[src/rtl/image_ram_loader_if.sv]
// Byte-stream valid/ready channel feeding the image RAM loader.
interface image_ram_loader_if #(
  parameter int RAM_WIDTH = 8
) ();
  logic [RAM_WIDTH-1:0] data;
  logic                 valid;
  logic                 ready;

  modport master (output data, output valid, input ready);
  modport slave  (input data, input valid, output ready);
endinterface

[src/rtl/image_ram_loader.sv]
// Fills an image RAM sequentially from a valid/ready byte stream and exposes a registered read port.
// Optional running XOR checksum output enabled by defining IMAGE_RAM_LOADER_CHECKSUM_EN.
module image_ram_loader #(
  parameter int RAM_WIDTH     = 8,
  parameter int RAM_ADDR_BITS = 3
) (
  input  logic                     clk,
  input  logic                     reset,
  image_ram_loader_if.slave        s_in,
  input  logic                     i_start,
  input  logic [RAM_ADDR_BITS-1:0] i_rd_addr,
  output logic [RAM_WIDTH-1:0]     o_rd_data,
  output logic [RAM_ADDR_BITS:0]   o_wr_count,
  output logic                     o_busy,
  output logic                     o_done,
`ifdef IMAGE_RAM_LOADER_CHECKSUM_EN
  output logic [RAM_WIDTH-1:0]     o_checksum,
`endif
  output logic                     o_overflow
);

  localparam int DEPTH = 2 ** RAM_ADDR_BITS;
  localparam logic [RAM_ADDR_BITS-1:0] PTR_ONE = 1;
  localparam logic [RAM_ADDR_BITS:0]   CNT_ONE = 1;

  typedef enum logic [1:0] {ST_IDLE, ST_LOAD, ST_DONE} state_t;

  state_t                     r_state;
  state_t                     w_state_next;
  logic [RAM_ADDR_BITS-1:0]   r_wr_ptr;
  logic [RAM_ADDR_BITS:0]     r_wr_count;
  logic                       r_overflow;
  logic [RAM_WIDTH-1:0]       r_rd_data;
  logic [RAM_WIDTH-1:0]       r_mem [DEPTH];
  logic                       w_ready;
  logic                       w_busy;
  logic                       w_done;
  logic                       w_wr_en;
  logic                       w_last;

  // A start pulse takes priority over a simultaneous transfer: the word is dropped.
  assign w_wr_en = w_ready & s_in.valid & ~i_start;
  assign w_last  = &r_wr_ptr;

  always_ff @(posedge clk or negedge reset) begin
    if (!reset) r_state <= ST_IDLE;
    else        r_state <= w_state_next;
  end

  always_comb begin
    w_state_next = r_state;
    w_ready      = 1'b0;
    w_busy       = 1'b0;
    w_done       = 1'b0;
    case (r_state)
      ST_IDLE: begin
        if (i_start) w_state_next = ST_LOAD;
      end
      ST_LOAD: begin
        w_ready = 1'b1;
        w_busy  = 1'b1;
        if (!i_start && w_wr_en && w_last) w_state_next = ST_DONE;
      end
      ST_DONE: begin
        w_done = 1'b1;
        if (i_start) w_state_next = ST_LOAD;
      end
      default: w_state_next = ST_IDLE;
    endcase
  end

  always_ff @(posedge clk or negedge reset) begin
    if (!reset) begin
      r_wr_ptr   <= '0;
      r_wr_count <= '0;
      r_overflow <= 1'b0;
    end else begin
      if (i_start) begin
        r_wr_ptr   <= '0;
        r_wr_count <= '0;
        r_overflow <= 1'b0;
      end else begin
        if (w_wr_en) begin
          r_wr_ptr   <= r_wr_ptr + PTR_ONE;
          r_wr_count <= r_wr_count + CNT_ONE;
        end
        if (r_state == ST_DONE && s_in.valid) r_overflow <= 1'b1;
      end
    end
  end

  // RAM array is never reset so it maps onto block RAM; nonblocking read gives read-before-write.
  always_ff @(posedge clk) begin
    if (w_wr_en) r_mem[r_wr_ptr] <= s_in.data;
  end

  always_ff @(posedge clk or negedge reset) begin
    if (!reset) r_rd_data <= '0;
    else        r_rd_data <= r_mem[i_rd_addr];
  end

`ifdef IMAGE_RAM_LOADER_CHECKSUM_EN
  logic [RAM_WIDTH-1:0] r_checksum;

  always_ff @(posedge clk or negedge reset) begin
    if (!reset)       r_checksum <= '0;
    else if (i_start) r_checksum <= '0;
    else if (w_wr_en) r_checksum <= r_checksum ^ s_in.data;
  end

  assign o_checksum = r_checksum;
`endif

  assign s_in.ready = w_ready;
  assign o_busy     = w_busy;
  assign o_done     = w_done;
  assign o_rd_data  = r_rd_data;
  assign o_wr_count = r_wr_count;
  assign o_overflow = r_overflow;

endmodule

[src/flat_wrapper.sv]
// flat-port wrapper written by rule: the top's interface ports become plain ports
module image_ram_loader_flat 
#(
  parameter int RAM_WIDTH     = 8,
  parameter int RAM_ADDR_BITS = 3
)
  (clk, reset, i_start, i_rd_addr, o_rd_data, o_wr_count, o_busy, o_done, o_overflow, s_in_data, s_in_valid, s_in_ready);
  image_ram_loader_if #(.RAM_WIDTH(RAM_WIDTH)) s_in_i ();
  input  logic clk;
  input  logic reset;
  input  logic i_start;
  input  logic [RAM_ADDR_BITS-1:0] i_rd_addr;
  output logic [RAM_WIDTH-1:0] o_rd_data;
  output logic [RAM_ADDR_BITS:0] o_wr_count;
  output logic o_busy;
  output logic o_done;
  output logic o_overflow;
  input wire logic [$bits(s_in_i.data)-1:0] s_in_data;
  input wire logic [$bits(s_in_i.valid)-1:0] s_in_valid;
  output wire logic [$bits(s_in_i.ready)-1:0] s_in_ready;
  assign s_in_i.data = s_in_data;
  assign s_in_i.valid = s_in_valid;
  assign s_in_ready = s_in_i.ready;
  image_ram_loader #(.RAM_WIDTH(RAM_WIDTH), .RAM_ADDR_BITS(RAM_ADDR_BITS)) u_core (.clk(clk), .reset(reset), .s_in(s_in_i), .i_start(i_start), .i_rd_addr(i_rd_addr), .o_rd_data(o_rd_data), .o_wr_count(o_wr_count), .o_busy(o_busy), .o_done(o_done), .o_overflow(o_overflow));
endmodule
[config.mk]
export PLATFORM = sky130hd
export DESIGN_NAME = image_ram_loader_flat
export DESIGN_NICKNAME = d
export VERILOG_FILES = /design/src/rtl/image_ram_loader_if.sv /design/src/rtl/image_ram_loader.sv /design/src/flat_wrapper.sv
export SDC_FILE = /design/constraint.sdc
export NUM_CORES = 1
export LEC_CHECK = 0
export ABC_AREA = 1
export CAP_MARGIN = 40
export CORE_MARGIN = 2
export CORE_UTILIZATION = 57
export DETAILED_ROUTE_END_ITERATION = 7
export PLACE_DENSITY = 0.79
export SYNTH_ARGS = -nofsm -noshare
export SYNTH_HDL_FRONTEND = slang
export SYNTH_SLANG_ARGS = --single-unit
[constraint.sdc]
create_clock -name clk -period 2.5 [get_ports clk]
set_input_delay 0.25 -clock clk [delete_from_list [all_inputs] [get_ports clk]]
set_output_delay 0.25 -clock clk [all_outputs]
set_load 0.05 [all_outputs]
Yosys cells after proc, flatten, opt, wreduce, memory -nomap -nowiden:

Memories as Yosys holds them, arrays and structs flattened. A register that Yosys moved wholly into a read port is not among the register bits.
Cells that the tools add are included.

* $add $sub $neg: 2
* equality and inequality tests: 4
* multiplexer cells: 13
* bitwise operators: 3
* reduce and logical (&&, ||, !) cells: 11

Operators with widths (count)
* $mux W4: 2
* $mux W1: 6
* $mux W3: 2
* $add A4 B1 Y4 const B: 1
* $mux W2: 2
* $ne A2 B1 Y1 const B: 2
* $pmux W2 S2: 1
* $reduce_bool A2 Y1: 2
* $add A3 B1 Y3 const B: 1
* $logic_and A1 B1 Y1: 3
* $reduce_and A3 Y1: 1
* $and A1 B1 Y1: 2
* $eq A2 B1 Y1 const B: 1
* $eq A2 B2 Y1 const B: 1
* $logic_not A1 Y1: 2
* $logic_not A2 Y1: 1
* $reduce_and A2 Y1: 1
* $reduce_or A2 Y1: 1
* $not A1 Y1: 1

* register bits: 10
* bits in writable memories: 64
* input port bits: 15
* output and inout bits: 16
* logic and storage cells: 38
* memories kept: 1

Memory list
* u_core.r_mem: depth 8, bits a word 8, rd ports 1, clocked after memory_dff 1, write ports 1, line image_ram_loader.sv:34 `logic [RAM_WIDTH-1:0] r_mem [DEPTH];`

Longest topological paths before layout:

Gate-level depths: netlist of the first run.

* depth in word-level cells: 8
* depth in mapped cells: 8

Worst setup path before layout of the first run:

OpenSTA, ideal clock, no wires.

* kind: register to output
* start point: register u_core.r_state[0]
* end point: output port s_in_ready
* arrival time: 1490 ps
* required time: 2250 ps
* path slack: 760 ps
* cell stages (with the launch flop): 4
* buffers on the path: 1
* cell sequence: dfrtp_1 > inv_1 > nor2_1 > buf_4

* word-level cells in the longest chain between the ends: 2

Ends and longest elaborated chain
* start: declaration: line image_ram_loader.sv:28 `state_t r_state;`
* start signal: assignment: line image_ram_loader.sv:47 `else r_state <= w_state_next;`
* $eq A2 B1 Y1
* $mux W1
* end: declaration: line flat_wrapper.sv:20 `output wire logic [$bits(s_in_i.ready)-1:0] s_in_ready;`

Every way passes these cells.

Final worst setup path of the first run:

* start point: register u_core.r_state[0]
* end point: output port s_in_ready

* word-level cells in the longest chain between the ends: 2

Ends and longest elaborated chain
* $eq A2 B1 Y1: line image_ram_loader.sv:55 `case (r_state)`
* $mux W1: line image_ram_loader.sv:55

Every way passes these cells.

==> results.md, run 1 <==
* H-tree level count at 3
* Vias per cell at 4.99
* Crit path kind: flip-flop to output pin
* Relative slew margins at 0.539
* Initial antenna violation count at 0
* DRT Wirelength at 7330 µm
* First-pass DRT Iterations at 4
* Multi-input gate area at 822 µm²
* Endpoints failing setup at 0
* Period minus WS final at 2.06 ns
* Clock Latency Late Sink at 0.35 ns
* Pwr Total at a little over 3 mW
* Routed wire length per instance at ~16 µm
* Max Cap Violations at 0
* Vias in the first global route at about 2300
* Dpl cells at about 450
* Fillers at 424
* Top post-synthesis cells by area: edfxtp_1, nand2_1, dfrtp_1
* Min-Delay Path Class: input port to asynchronous set/reset pin
* Crit path max fanout at 3
* Setup TNS at 0 ns
* Chip Width at between 80 and 90 µm
* Top cell type's share of synthesized area at 0.537
* Post-synthesis register bit count at 82
* Ports at 31
* Power Density at 740 mW/mm²
* Clk sinks at 82
* Top routing layer in use: met4
* Arrival time worst endpoint at 1.81 ns
* Final GP Congestion at 0.918
* Post-Syn Nets at 372
* Cts repair resizes at 0
* Most frequent cells in the layout: nand2_1, inv_1, edfxtp_1
* Hpwl dp at 4840 µm
* Max Clock Freq at a little under 500 MHz
* Status: complete, no violations
* Reg area at 0.00237 mm²
* Met3 WL at 446 µm
* Slew @ Worst Pin at 0.689 ns
* CTS tree: yes
* 1st-iter DRT viols at 246
* Share of cells above drive strength 1 at 0.0662
* Std-Cell Rows at 28
* CP startpoint kind: flip-flop
* Nets at 406
* Final slew viol count at 0
* Setup repair after global routing missed its margin: false
* M1 WL at about 3000 µm
* GRT Total Usage at 0.226
* Largest net degree at the start of global routing at 33
* Commonest non-fill, non-tap cell in the layout: nand2_1
* Synth Warn # at 0
* Area growth syn-to-layout at 15.6%
* Synthesized area per cell at between 10 and 15 µm²
* DR WL met2 at 3700 µm
* Worst EP required at between 2 and 2.5 ns
* Clock root buffer: clkbuf_8
* Cts hold-fix bufs at 0
* Post-route antenna net violation count at 0
* Maximum clock insertion buffer count at 2
* Final Hold Vio Count at 0
* Via count at 2336
* Max IR drop VDD at between 0.3 and 0.4 mV
* Final Non-Filler Cells at 468
* Die Span Y at 83.2 µm
* I/O Buffers at 30
* Min Hold Slack at 0.234 ns
* Place WS at 0.376 ns
* Setup crit end kind: output pin
* Netlist cell types at 18
* Clk_skew at 0.0120 ns
* CTS clk-pin slew, worst paths at approximately 0.080 ns
* Gr ovfl total at 0
* CP max stage delay at 0.83 ns
* LEAKAGE at between 1.5 and 2 nW
* CP Cell Sequence: inv_1 -> nor2_1 -> clkdlybuf4s50_1
* Cts bufs inserted at 9
* Setup WS post-layout at between 0.4 and 0.5 ns
* Number of antenna diodes at 0
* Syn Inst Count at 354
* Die ar. at 0.00693 mm²
* Area leader, netlist: edfxtp_1
* First-pass GRT wire length at 11700 µm
* Synthesized cell area at 0.00358 mm²
* Drt drc at 0
* Core area at 0.00599 mm²
* Slowest cell on crit path: clkdlybuf4s50_1
* Sequential area share after synthesis at 0.663
* Period utilization at 0.824
* Starting density of the core at 0.597
* Post CTS Setup Buffer Count at 0
state kept, by name, summed over array words and instances, names as in the netlist:
name and flops:
u_core.o_rd_data 8, u_core.o_overflow 1, u_core.r_wr_ptr 3, u_core.r_state 2, u_core.r_mem 64, u_core.o_wr_count 4
path summary, 6_finish.rpt:
kind | from | endpoint | slack, ns | depth (start not counted)
worst max-delay path | u_core.r_state[0]$_DFFE_PN0P_ | s_in_ready | 0.44 | 3
worst min-delay path | reset | u_core.o_overflow$_DFFE_PN0P_ | 0.23 | 2
worst max register to register | u_core.r_state[1]$_DFFE_PN0P_ | u_core.r_mem[7][2]$_DFFE_PP_ | 0.71 | 5
worst min register to register | u_core.o_overflow$_DFFE_PN0P_ | u_core.o_overflow$_DFFE_PN0P_ | 0.50 | 2
max in group asynchronous | reset | u_core.r_state[1]$_DFFE_PN0P_ | 2.06 | 2
min in group clk | u_core.o_overflow$_DFFE_PN0P_ | u_core.o_overflow$_DFFE_PN0P_ | 0.50 | 2
cells in the mapped netlist:
cell type and instances:
dfrtp_1 18, inv_4 1, o21a_1 1, nand2_2 2, ha_1 3, o21ai_0 3
inv_1 70, nand2_1 125, edfxtp_1 64, inv_2 2, nor2_8 1, buf_4 4
buf_6 6, nand3_4 1, xor2_1 1, buf_2 2, nand3_1 37, nor2_1 13
area by class of cell:
type,count,share of cell area
Multi-Input combinational cell,187,0.199
Tap cell,75,0.0227
Clock buffer,11,0.0318
Inverter,73,0.0668
Sequential cell,82,0.573
Timing Repair Buffer,35,0.0816
Clock inverter,5,0.0251
per-stage QoR:
step | cell area (µm²) | util
after floorplan | 3580 | -
after global placement | 3900 | 0.651
after detailed placement | 3900 | 0.651
after CTS | 4140 | 0.691
after global routing | 4140 | 0.691
final | 4140 | 0.691
report_power, final:
part | internal (mW) | switching (mW) | leakage, nW | total (mW)
clock | 0.665 | 0.465 | 0.118 | 1.13
sequential | 1.52 | 0.0305 | 0.806 | 1.55
combinational | 0.124 | 0.260 | 1.00 | 0.384
total | 2.31 | 0.755 | 1.92 | 3.06
layer usage:
| layer | up-vias | global-route usage |
|---|---|---|
| met5 | - | 0 |
| met4 | 0 | 0.0909 |
| met3 | 14 | 0.0507 |
| met2 | 76 | 0.369 |
| met1 | 1085 | 0.295 |
| li1 | 1161 | - |
worst max-delay path, delay by kind of cell (launching register included):
family        cells  cell delay, ns
flops             1            0.41
simple gates      1            0.16
buf+inv           2            0.90
cells by family after synthesis:
group / share of synthesized area
AO/OA/AOI/OAI: 0.00629
XOR/XNOR: 0.00245
adder cells (fa/ha/maj): 0.0105
buffers and inverters: 0.107
flip-flops: 0.663
AND/OR/NAND/NOR: 0.210
Power figures use the tool's default switching activity.
==> run 2: changes to the inputs <==
- CORE_UTILIZATION: 57 -> 52
- PLACE_DENSITY: 0.79 -> 0.76
- clock period: 2.5 -> 1.7 ns (I/O delays scaled with it)
==> run 2 against run 1 <==
Design area grew 1.9%. Core utilization down 6.3 points. Clock skew up 0.0064 ns. Die area is 9.1% higher. Sequential power is 47% higher. Critical path depth is 2 lower. Largest cell class unchanged. First-iteration DRC count decreased by 40%. Cell count is 3.6% higher. Sequential share of layout area decreased by 1.1 points. Worst hold slack lost 0.085 ns. Via count is 3.2% higher.
==> results.md, run 2 (synthesis results as in run 1) <==
* Status: complete, no violations (unchanged)
* Std-Cell Rows at 30 (was 28)
* CP Buf/Inv Count at 1 (was 2)
* Crit path max fanout at 1 (was 3)
* I/O Buffers at 30 (unchanged)
* Number of antenna diodes at 0 (unchanged)
* Clk_skew at 0.0185 ns (was 0.0120 ns)
* Util after Layout at 0.627 (was 0.691)
* Share of cells above drive strength 1 at 0.114 (was 0.0662)
* Max Cap Violations at 0 (unchanged)
* DRT Wirelength at 7160 µm (was 7330 µm)
* Crit path kind: flip-flop to output pin (unchanged)
* Chip Width at 87.0 µm (was 83.2 µm)
* Reg with most FFs: u_core.r_mem (unchanged)
* Cts bufs inserted at 9 (unchanged)
* Ports at 31 (unchanged)
* Multi-input gate area at 822 µm² (unchanged)
* Die ar. at 0.00756 mm² (was 0.00693 mm²)
* Initial antenna violation count at 0 (unchanged)
* Arrival time worst endpoint at 1.48 ns (was 1.81 ns)
* First-pass DRT Iterations at 4 (unchanged)
* Fillers at 522 (was 424)
* CP Cell Sequence: clkdlybuf4s50_1 (was inv_1 -> nor2_1 -> clkdlybuf4s50_1)
* Internal Dissipation at 3.14 mW (was 2.31 mW)
* Via count at 2411 (was 2336)
* Power Density at 1010 mW/mm² (was 740 mW/mm²)
* Max reg flops at 64 (unchanged)
* Largest net degree at the start of global routing at 33 (unchanged)
* Die Span Y at 87.0 µm (was 83.2 µm)
* Final slew viol count at 0 (unchanged)
* Most frequent cells in the layout: nand2_1, inv_1, edfxtp_1 (unchanged)
* Clock Latency Late Sink at 0.35 ns (about the same)
* Layout Cell Area excl Fill at 0.00422 mm² (was 0.00414 mm²)
* Slew @ Worst Pin at 0.511 ns (was 0.689 ns)
* Min-Delay Path Class: input port to asynchronous set/reset pin (unchanged)
* Vias per cell at 4.97 (was 4.99)
* CP top delay family: buffers and inverters (unchanged)
* CTS clk-pin slew, worst paths at 0.09 ns (was 0.08 ns)
* Area growth syn-to-layout at 17.8% (was 15.6%)
* Worst EP required at 1.53 ns (was 2.25 ns)
* Endpoints failing setup at 0 (unchanged)
* Relative slew margins at 0.658 (was 0.539)
* NetSw at 1.10 mW (was 0.755 mW)
* Max IR drop VDD at 0.592 mV (was 0.390 mV)
* Clock power share at 0.326 (was 0.369)
* Clk sinks at 82 (unchanged)
* Period minus WS final at 1.65 ns
* Cts hold-fix bufs at 0 (unchanged)
* CTS tree: yes (unchanged)
* Gr ovfl total at 0 (unchanged)
* Starting density of the core at 0.533 (was 0.597)
* Pwr Total at 4.24 mW (was 3.06 mW)
* Nets at 418 (was 406)
* Core area at 0.00672 mm² (was 0.00599 mm²)
* First-pass GRT wire length at 11300 µm (was 11700 µm)
* Setup repair after global routing missed its margin: false (unchanged)
* Final GP Congestion at 0.824 (was 0.918)
* Reg power frac at 0.538 (was 0.506)
* Logic gate share of total power at 0.136 (was 0.125)
* Clock root buffer: clkbuf_8 (unchanged)
* Post CTS Setup Buffer Count at 0 (unchanged)
* Reg area at 0.00237 mm² (unchanged)
* GRT Total Usage at 0.206 (was 0.226)
* Switching portion of total power at 0.259 (was 0.247)
* Period utilization at 0.969
* Drt drc at 0 (unchanged)
* Max Clock Freq at 607 MHz
* Hpwl dp at 5080 µm (was 4840 µm)
* Slowest cell on crit path: clkdlybuf4s50_1 (unchanged)
* Setup crit end kind: output pin (unchanged)
* Setup TNS at 0 ns (unchanged)
* CP max stage delay at 0.81 ns (was 0.83 ns)
* Placed cell area at 0.00402 mm² (was 0.00390 mm²)
* Routed wire length per instance at 14.8 µm (was 15.7 µm)
* Vias in the first global route at 2379 (was 2322)
* Final Hold Vio Count at 0 (unchanged)
* H-tree level count at 3 (unchanged)
* Cts repair resizes at 1 (was 0)
* Commonest non-fill, non-tap cell in the layout: nand2_1 (unchanged)
* Post-route antenna net violation count at 0 (unchanged)
* Maximum clock insertion buffer count at 2 (unchanged)
* 1st-iter DRT viols at 147 (was 246)
* CP startpoint kind: flip-flop (unchanged)
* LEAKAGE at 2.01 nW (was 1.92 nW)
run 2: changes by cell type in the layout (fill, tap and decap cells not counted):
| cell | change |
|---|---|
| buf_4 | +16 |
| clkdlybuf4s50_1 | -9 |
| buf_12 | +3 |
| bufinv_16 | -2 |
| clkinv_2 | +2 |
| clkbuf_1 | -1 |
| clkbuf_8 | +1 |
| dlygate4sd2_1 | +1 |
| dlymetal6s2s_1 | +1 |
run 2: stage by stage:
step | cells | setup slack, ns | hold WS, ns
after CTS | 485 | 0.0223 | 0.149
after detailed placement | 469 | 0.0173 | 0.476
after global placement | 469 | 0.0149 | 0.467
after global routing | 485 | 0.00114 | 0.168
final | 485 | 0.0531 | 0.149
after floorplan | 354 | 0.0404 | -0.126
run 2: area by class of cell:
cell class | count | area share
Multi-Input combinational cell | 187 | 0.195
Clock inverter | 5 | 0.0128
Inverter | 73 | 0.0656
Timing Repair Buffer | 47 | 0.107
Clock buffer | 11 | 0.0335
Sequential cell | 82 | 0.563
Tap cell | 80 | 0.0237
run 2: power by group through the flow:
stage | clock network (mW) | registers, mW | logic (mW)
final | 1.38 | 2.28 | 0.578
after global routing | 1.48 | 2.29 | 0.621
after CTS | 1.41 | 2.28 | 0.581
after detailed placement | 0 | 2.33 | 0.580
after global placement | 0 | 2.32 | 0.565
after floorplan | 0 | 2.46 | 0.223
run 2: worst paths after layout:
kind,startpoint,to,slack (ns),cells after the start
worst max-delay path,u_core.o_rd_data[1]$_DFF_PN0_,o_rd_data[1],0.05,1
worst min-delay path,reset,u_core.o_overflow$_DFFE_PN0P_,0.15,2
worst max register to register,u_core.r_state[1]$_DFFE_PN0P_,u_core.r_mem[0][2]$_DFFE_PP_,0.24,6
worst min register to register,u_core.o_overflow$_DFFE_PN0P_,u_core.o_overflow$_DFFE_PN0P_,0.49,2
max in group asynchronous,reset,u_core.r_wr_ptr[0]$_DFFE_PN0P_,1.32,2
min in group clk,s_in_valid,u_core.o_overflow$_DFFE_PN0P_,0.48,3
run 2: per-layer routing:
metal | wire [µm] | vias to the layer above | track usage
met3 | 267 | 14 | 0.0531
li1 | - | 1187 | -
met1 | 3080 | 1148 | 0.247
met4 | 183 | 0 | 0.0980
met2 | 3630 | 62 | 0.346
met5 | 0 | - | 0
run 2: worst reg2reg max path, cell delays in order, from the launching register on:
cell,delay [ns]
dfrtp_1,0.39
inv_1,0.11
nand3_4,0.12
nor2_8,0.13
nand2_2,0.10
nor2_1,0.15
buf_4,0.16
==> run 3: changes to the inputs <==
- CORE_UTILIZATION: 52 -> 57
- PLACE_DENSITY: 0.76 -> 0.79
- clock period: 1.7 -> 1.9 ns (I/O delays scaled with it)
==> run 3 against run 2 <==
Cell count decreased by 1.9%. Largest power group unchanged. Worst hold slack improved by 0.019 ns. Critical path depth unchanged. Critical path type unchanged.
==> results.md, run 3 (synthesis results as in run 1) <==
* Setup WS post-layout at 0.113 ns (was 0.0531 ns)
* Routed wire length per instance at 15.1 µm (was 14.8 µm)
* Place WS at 0.151 ns (was 0.0173 ns)
* Chip Width at 83.2 µm (was 87.0 µm)
* Endpoints failing setup at 0 (unchanged)
* Vias in the first global route at 2318 (was 2379)
* Clock root buffer: clkbuf_8 (unchanged)
* Ports at 31 (unchanged)
* CP Buf/Inv Count at 1 (unchanged)
* Vias per cell at 5.03 (was 4.97)
* Post CTS Setup Buffer Count at 0 (unchanged)
* Via count at 2396 (was 2411)
* Worst EP required at 1.71 ns (was 1.53 ns)
* GRT Total Usage at 0.226 (was 0.206)
* Arrival time worst endpoint at 1.60 ns (was 1.48 ns)
* Setup crit end kind: output pin (unchanged)
* Gr ovfl total at 0 (unchanged)
* Max Cap Violations at 0 (unchanged)
* Slowest cell on crit path: clkdlybuf4s50_1 (unchanged)
* Std-Cell Rows at 28 (was 30)
* CTS clk-pin slew, worst paths at 0.08 ns (was 0.09 ns)
* Clock Latency Late Sink at 0.35 ns (about the same)
* I/O Buffers at 30 (unchanged)
* CP top delay family: buffers and inverters (unchanged)
* LEAKAGE at 1.97 nW (was 2.01 nW)
* Reg power frac at 0.505 (was 0.538)
* Cts repair resizes at 0 (was 1)
* Dpl cells at 460 (was 469)
* Share of cells above drive strength 1 at 0.0973 (was 0.114)
* Status: complete, no violations (unchanged)
* Reg with most FFs: u_core.r_mem (unchanged)
* Clk_skew at 0.00574 ns (was 0.0185 ns)
* CP startpoint kind: flip-flop (unchanged)
* Internal Dissipation at 3.04 mW (was 3.14 mW)
* Crit path max fanout at 4 (was 1)
* Nets at 414 (was 418)
* Slew @ Worst Pin at 0.502 ns (was 0.511 ns)
* Setup TNS at 0 ns (unchanged)
* Clk sinks at 82 (unchanged)
* Area growth syn-to-layout at 17.2% (was 17.8%)
* Power Density at 963 mW/mm² (was 1010 mW/mm²)
* Core area at 0.00599 mm² (was 0.00672 mm²)
* Final Non-Filler Cells at 476 (was 485)
* Fillers at 410 (was 522)
* Commonest non-fill, non-tap cell in the layout: nand2_1 (unchanged)
* H-tree level count at 3 (unchanged)
* Post-route antenna net violation count at 0 (unchanged)
* Relative slew margins at 0.664 (was 0.658)
* Placed cell area at 0.00396 mm² (was 0.00402 mm²)
* Cts hold-fix bufs at 0 (unchanged)
* Max Clock Freq at between 500 and 600 MHz
* Switching portion of total power at 0.248 (was 0.259)
* Max reg flops at 64 (unchanged)
* Period utilization at 0.941
* Most frequent cells in the layout: nand2_1, inv_1, edfxtp_1 (unchanged)
* Maximum clock insertion buffer count at 2 (unchanged)
* Die Span Y at 83.2 µm (was 87.0 µm)
* Die ar. at 0.00693 mm² (was 0.00756 mm²)
* Number of antenna diodes at 0 (unchanged)
* CTS tree: yes (unchanged)
* Final slew viol count at 0 (unchanged)
* Logic gate share of total power at 0.126 (was 0.136)
* First-pass GRT wire length at 11700 µm (was 11300 µm)
* DRT Wirelength at 7200 µm (was 7160 µm)
* Cts bufs inserted at 9 (unchanged)
* Largest net degree at the start of global routing at 33 (unchanged)
* Drt drc at 0 (unchanged)
* Final Hold Vio Count at 0 (unchanged)
* NetSw at 1.00 mW (was 1.10 mW)
* Crit path kind: flip-flop to output pin (unchanged)
* Hpwl dp at 4810 µm (was 5080 µm)
* Starting density of the core at 0.597 (was 0.533)
* Max IR drop VDD at 0.676 mV (was 0.592 mV)
* Layout Cell Area excl Fill at 0.00420 mm² (was 0.00422 mm²)
* First-pass DRT Iterations at 5 (was 4)
* Period minus WS final at 1.79 ns
* Final GP Congestion at 0.939 (was 0.824)
* Setup repair after global routing missed its margin: false (unchanged)
* CP max stage delay at 0.83 ns (was 0.81 ns)
* Clock power share at 0.369 (was 0.326)
* 1st-iter DRT viols at 317 (was 147)
* CP Cell Sequence: clkdlybuf4s50_1 (unchanged)
* Initial antenna violation count at 0 (unchanged)
* Min-Delay Path Class: input port to asynchronous set/reset pin (unchanged)
[run 3: cell count changes in the layout (fill, tap and decap cells not counted), sizes merged, moves of 2 or more]
cell / change
buf: -8
clkdlybuf4s50: +6
bufinv: +2
clkbuf: -2
clkinv: -2
[run 3: metal layers]
layer,global-route usage,vias to the layer above,wire [µm]
met4,0.0745,0,118
met3,0.0666,13,636
met1,0.299,1076,3020
met5,0,-,0
met2,0.359,129,3430
li1,-,1178,-
[run 3: power groups by stage]
stage                     registers (mW)  clock network (mW)  logic (mW)
after floorplan                     2.20                   0       0.200
after global placement              2.08                   0       0.502
after detailed placement            2.08                   0       0.507
after CTS                           2.04                1.52       0.513
after global routing                2.05                1.58       0.550
final                               2.04                1.49       0.510
[run 3: area by class of cell]
class                           instances  area (µm²)  share of cell area
Clock buffer                            9         124              0.0295
Clock inverter                          7         116              0.0277
Inverter                               73         277              0.0659
Multi-Input combinational cell        187         822               0.196
Sequential cell                        82        2370               0.565
Tap cell                               75        93.8              0.0224
Timing Repair Buffer                   43         390              0.0931
[run 3: final timing paths]
path	startpoint	end	slack [ns]	cells after the start
setup / recovery	u_core.o_wr_count[2]$_DFFE_PN0P_	o_wr_count[2]	0.11	1
hold / removal	reset	u_core.o_rd_data[4]$_DFF_PN0_	0.17	2
setup reg to reg	u_core.r_state[1]$_DFFE_PN0P_	u_core.r_mem[7][1]$_DFFE_PP_	0.41	6
hold reg to reg	u_core.o_overflow$_DFFE_PN0P_	u_core.o_overflow$_DFFE_PN0P_	0.49	2
max in group asynchronous	reset	u_core.o_wr_count[3]$_DFFE_PN0P_	1.52	2
min in group clk	u_core.o_overflow$_DFFE_PN0P_	u_core.o_overflow$_DFFE_PN0P_	0.49	2
[run 3: per-stage QoR]
stage	util	power [mW]	hold WS, ns
final	0.700	4.04	0.168
after global routing	0.700	4.18	0.183
after CTS	0.700	4.07	0.162
after detailed placement	0.660	2.59	0.478
after global placement	0.660	2.58	0.464
after floorplan	-	2.40	-0.106
